**src/rtl/parity_sweep_ctrl.sv**
```systemverilog
// Sequencer and self-checker for the 9-bit counter + HC280 parity datapath.
// Clears the counter, sweeps SWEEP_LEN counts, and checks parity and count against the index.
module parity_sweep_ctrl #(
    parameter int SWEEP_LEN = 512,
    parameter bit CHK_COUNT = 1'b1
) (
    input  logic       clk,
    input  logic       clr,
    input  logic       start,
    input  logic       abort,
    input  logic [8:0] count,
    input  logic       even_out,
    input  logic       odd_out,
    output logic       ctr_enable,
    output logic       ctr_clr,
    output logic       busy,
    output logic       done,
    output logic       pass,
    output logic [9:0] err_cnt,
    output logic [8:0] first_err_val,
    output logic       first_err_vld
);

    typedef enum logic [1:0] {IDLE, CLEAR, RUN, DONE} state_t;

    localparam logic [8:0] LAST = 9'(SWEEP_LEN - 1);

    state_t     state, state_nxt;
    logic [8:0] idx;
    logic       chk_err;
    logic [9:0] err_cnt_nxt;

    // Check runs on the live inputs every RUN cycle, including the one where abort is seen.
    always_comb begin
        chk_err = (odd_out != ^idx) || (even_out != ~^idx) || (CHK_COUNT && (count != idx));
        err_cnt_nxt = err_cnt;
        if (state == RUN && chk_err && err_cnt != 10'h3FF)
            err_cnt_nxt = err_cnt + 10'd1;
    end

    always_comb begin
        state_nxt  = state;
        ctr_enable = 1'b0;
        ctr_clr    = 1'b0;
        busy       = 1'b0;
        done       = 1'b0;
        case (state)
            IDLE: begin
                if (start) state_nxt = CLEAR;
            end
            CLEAR: begin
                ctr_clr   = 1'b1;
                busy      = 1'b1;
                state_nxt = abort ? IDLE : RUN;
            end
            RUN: begin
                busy       = 1'b1;
                // Counter holds on the final index so it never runs past the sweep.
                ctr_enable = (idx != LAST);
                if (abort)            state_nxt = IDLE;
                else if (idx == LAST) state_nxt = DONE;
            end
            DONE: begin
                done      = 1'b1;
                state_nxt = IDLE;
            end
            default: state_nxt = IDLE;
        endcase
    end

    always_ff @(posedge clk) begin
        if (clr) begin
            state         <= IDLE;
            idx           <= 9'd0;
            err_cnt       <= 10'd0;
            first_err_val <= 9'd0;
            first_err_vld <= 1'b0;
            pass          <= 1'b0;
        end else begin
            state <= state_nxt;
            case (state)
                IDLE: begin
                    if (start) begin
                        idx           <= 9'd0;
                        err_cnt       <= 10'd0;
                        first_err_val <= 9'd0;
                        first_err_vld <= 1'b0;
                        pass          <= 1'b0;
                    end
                end
                CLEAR: idx <= 9'd0;
                RUN: begin
                    err_cnt <= err_cnt_nxt;
                    if (chk_err && !first_err_vld) begin
                        first_err_val <= idx;
                        first_err_vld <= 1'b1;
                    end
                    if (idx != LAST) idx <= idx + 9'd1;
                    // pass must include the final cycle's check, hence err_cnt_nxt.
                    if (state_nxt == DONE) pass <= (err_cnt_nxt == 10'd0);
                end
                default: ;
            endcase
        end
    end

endmodule

```
**config.mk**
```make
export PLATFORM = sky130hd
export DESIGN_NAME = parity_sweep_ctrl
export DESIGN_NICKNAME = d
export VERILOG_FILES = /design/src/rtl/parity_sweep_ctrl.sv
export SDC_FILE = /design/constraint.sdc
export NUM_CORES = 1
export LEC_CHECK = 0
export CAP_MARGIN = 15
export CORE_MARGIN = 2
export CORE_UTILIZATION = 30
export CTS_BUF_LIST = sky130_fd_sc_hd__clkbuf_16
export DETAILED_ROUTE_END_ITERATION = 8
export PLACE_DENSITY = 0.51
export SETUP_SLACK_MARGIN = 0.2
export SLEW_MARGIN = 10
export SYNTH_ARGS = -nofsm -noshare
export SYNTH_HDL_FRONTEND = slang
export SYNTH_SLANG_ARGS = --single-unit
```
**constraint.sdc**
```tcl
create_clock -name clk -period 3.45 [get_ports clk]
set_input_delay 0.345 -clock clk [delete_from_list [all_inputs] [get_ports clk]]
set_output_delay 0.345 -clock clk [all_outputs]
set_load 0.02 [all_outputs]
```
==> out/metrics.csv <==
stage,metric,value,unit
power_and_ir_drop,total power,993,uW
synth,Synthesis Warnings,0,
sta,Final setup viols,0,
cts,H-tree lvl count,2,
routing,post-DR vias/cell,5.19,
sta,max-slew violations,0,
routing,Routed Wire Length,4960,um
sta,Setup TNS Final,0,ns
synth,Synth Flop Type,dfxtp_1,
cts,clock-pin slew on the worst setup and hold paths,0.06,ns
cts,clk buf depth,2,
sta,unrepaired setup endpoints after global routing,no,
place,Port Buffers,39,
grt,GRT Overall Usage,15.3,%
cts,postcts setup bufs,0,
floorplan,die width,83.2,um
power_and_ir_drop,Peak VDD IR,0.000245,V
floorplan,initial core utilization,31.4,%
grt,largest net degree at the start of global routing,20,
grt,first-pass GRT wire length,8700,um
cts,Root Driver,clkbuf_16,
synth,sequential area share after synthesis,34.0,%
final_layout,most frequent cells in the layout,"39 x clkdlybuf4s50_1, 32 x dfxtp_1, 31 x nor2_1",
routing,DRT Pass-1 Iters,4,
setup_path,Worst Setup End Kind,register,
routing,"antenna viol nets, final",0,
final_layout,final design utilization,41.8,%
synth,Async SR Flop Fraction,0,%
outcome,status,finished clean,
sta,minimum clock period,2.87,ns
routing,routed vias,1706,
power_and_ir_drop,P per Cell Area,396,nW/um2
sta,Fmax achieved,0.348,GHz
floorplan,die area,6920,um2
sta,Slew @ Worst Pin,0.797,ns
sta,Fin. Hold Viols,0,
worst_hold_path,Hold Path Class,register to register,
synth,Post-Syn Area per Cell,8.88,um2
cts,Inserted Clock Buffers,5,
final_layout,"commonest non-fill, non-tap cell in the layout",clkdlybuf4s50_1,
routing,DRC viols,0,
setup_path,peak fanout along the critical path,12,
synth,"EDFF count, synth",0,
routing,Starting DRT DRC Count,77,
setup_path,crit path kind,register to register,
floorplan,CORE AREA,5990,um2
sta,final worst slack,0.579,ns
place,gpl congestion,0.815,
flow_run,max-cap viol count,0,
final_layout,area delta synth->final,33.1,%
floorplan,Die Y,83.2,um
setup_path,CP Data Required Time,3.67,ns
synth,"Distinct cells, synth",50,
cts,TritonCTS clock tree,done,
synth,synthesized netlist cell count,212,
cts,clk sinks,32,
setup_path,element type at the critical path start,register,
cts,hold_buf cts,0,
sta,slew margin rel.,46.4,%
cts,Clock Latency Late Sink,0.28,ns
final_layout,layout cells sized above 1,8.66,%
place,pre-CTS setup slack,0.604,ns
synth,syn nets,237,
synth,Netlist Area Pre-Place,1880,um2
grt,initial antenna violation count,0,
place,Detailed Place HPWL,3640,um
grt,vias in the first global route,1704,
floorplan,Ports,40,
synth,"FF+latch count, synth",32,
floorplan,row count,28,
grt,grt ovf,0,
final_layout,diode count,0,
setup_path,data arrival time of the worst path,3.09,ns
sta,Setup Skew,0.00421,ns
routing,routed len/inst,15.1,um
cts,post-CTS sizing,0,
final_layout,nets,278,
power_and_ir_drop,Pleak,0.906,nW
sta,final worst path period share,83.2,%
where the power goes:
group,switching (mW),internal (mW),total (mW)
clock network,0.159,0.336,0.495
logic,0.0699,0.0507,0.121
registers,0.00346,0.373,0.377
total,0.232,0.760,0.993
cells by family after synthesis:
logic type / share of synthesized area [%]
flip-flops: 34.0
AND/OR/NAND/NOR: 21.0
XOR/XNOR: 11.9
AO/OA/AOI/OAI: 21.7
multiplexers: 1.80
buffers and inverters: 2.92
adder cells (fa/ha/maj): 6.65
synth_stat cells, types with 2 or more instances:
library cell,number,share of area (%)
o211ai_1,3,1.2
inv_1,4,0.80
o31ai_1,2,0.80
a21oi_1,10,2.7
o21ai_0,10,2.7
ha_1,10,6.6
nor3_1,2,0.53
and2_1,2,0.66
nand3_1,6,1.6
clkbuf_1,4,0.80
nor2_1,31,6.2
a22oi_1,4,1.6
a311oi_1,5,2.3
a22o_1,8,3.7
and2b_2,2,0.93
nand2b_1,3,1.0
nor4_1,3,1.0
nor2_2,2,0.66
nand2_1,14,2.8
nand4_1,3,1.0
or3_1,2,0.66
xor2_1,12,5.6
mux2i_1,2,1.1
dfxtp_1,32,34
xnor2_1,9,4.2
and4_1,3,1.4
final cells by class:
cell class	instances	area, um2
fillers	607	3490
multi-input cells	169	1190
clock inverters	3	38.8
inverters	4	15.0
repair buffers	41	405
flip-flops and latches	32	641
clock buffers	5	125
well taps	75	93.8
worst max-delay path, stage by stage, from the launching register on:
cell and delay, ns:
dfxtp_1 0.43, ha_1 0.29, xnor3_2 0.39, xnor2_2 0.16, mux2i_2 0.41, o21ai_2 0.23, or3b_1 0.41, a2111oi_2 0.30
a31o_1 0.19
sequential cells by signal, indices dropped and copies added, names as in the netlist:
signal and cells:
err_cnt 10, first_err_val 9, idx 9, state 2
first_err_vld 1, pass 1
path summary, 6_finish.rpt:
path                            cells past startpoint             start               end  slack (ns)
worst min-delay path                                1  first_err_val[6]  first_err_val[6]        0.47
worst min register to register                      1  first_err_val[6]  first_err_val[6]        0.47
worst max register to register                      8            idx[0]              pass        0.58
worst max-delay path                                8            idx[0]              pass        0.58
per-layer routing:
| metal | track usage (%) | up-vias | wire [um] |
|---|---|---|---|
| li1 | - | 858 | - |
| met5 | 0 | - | 0 |
| met2 | 22.4 | 35 | 2200 |
| met3 | 4.47 | 2 | 178 |
| met1 | 22.2 | 811 | 2560 |
| met4 | 3.43 | 0 | 24 |
stage by stage:
step           instance area [um2]  hold slack, ns  cells
2_1_floorplan                 1880           0.500    212
3_3_place_gp                  2340           0.464    321
3_5_place_dp                  2340           0.460    321
4_1_cts                       2500           0.482    329
5_1_grt                       2500           0.500    329
6_report                      2500           0.472    329
Note: power is estimated with default switching activity, not from simulation.
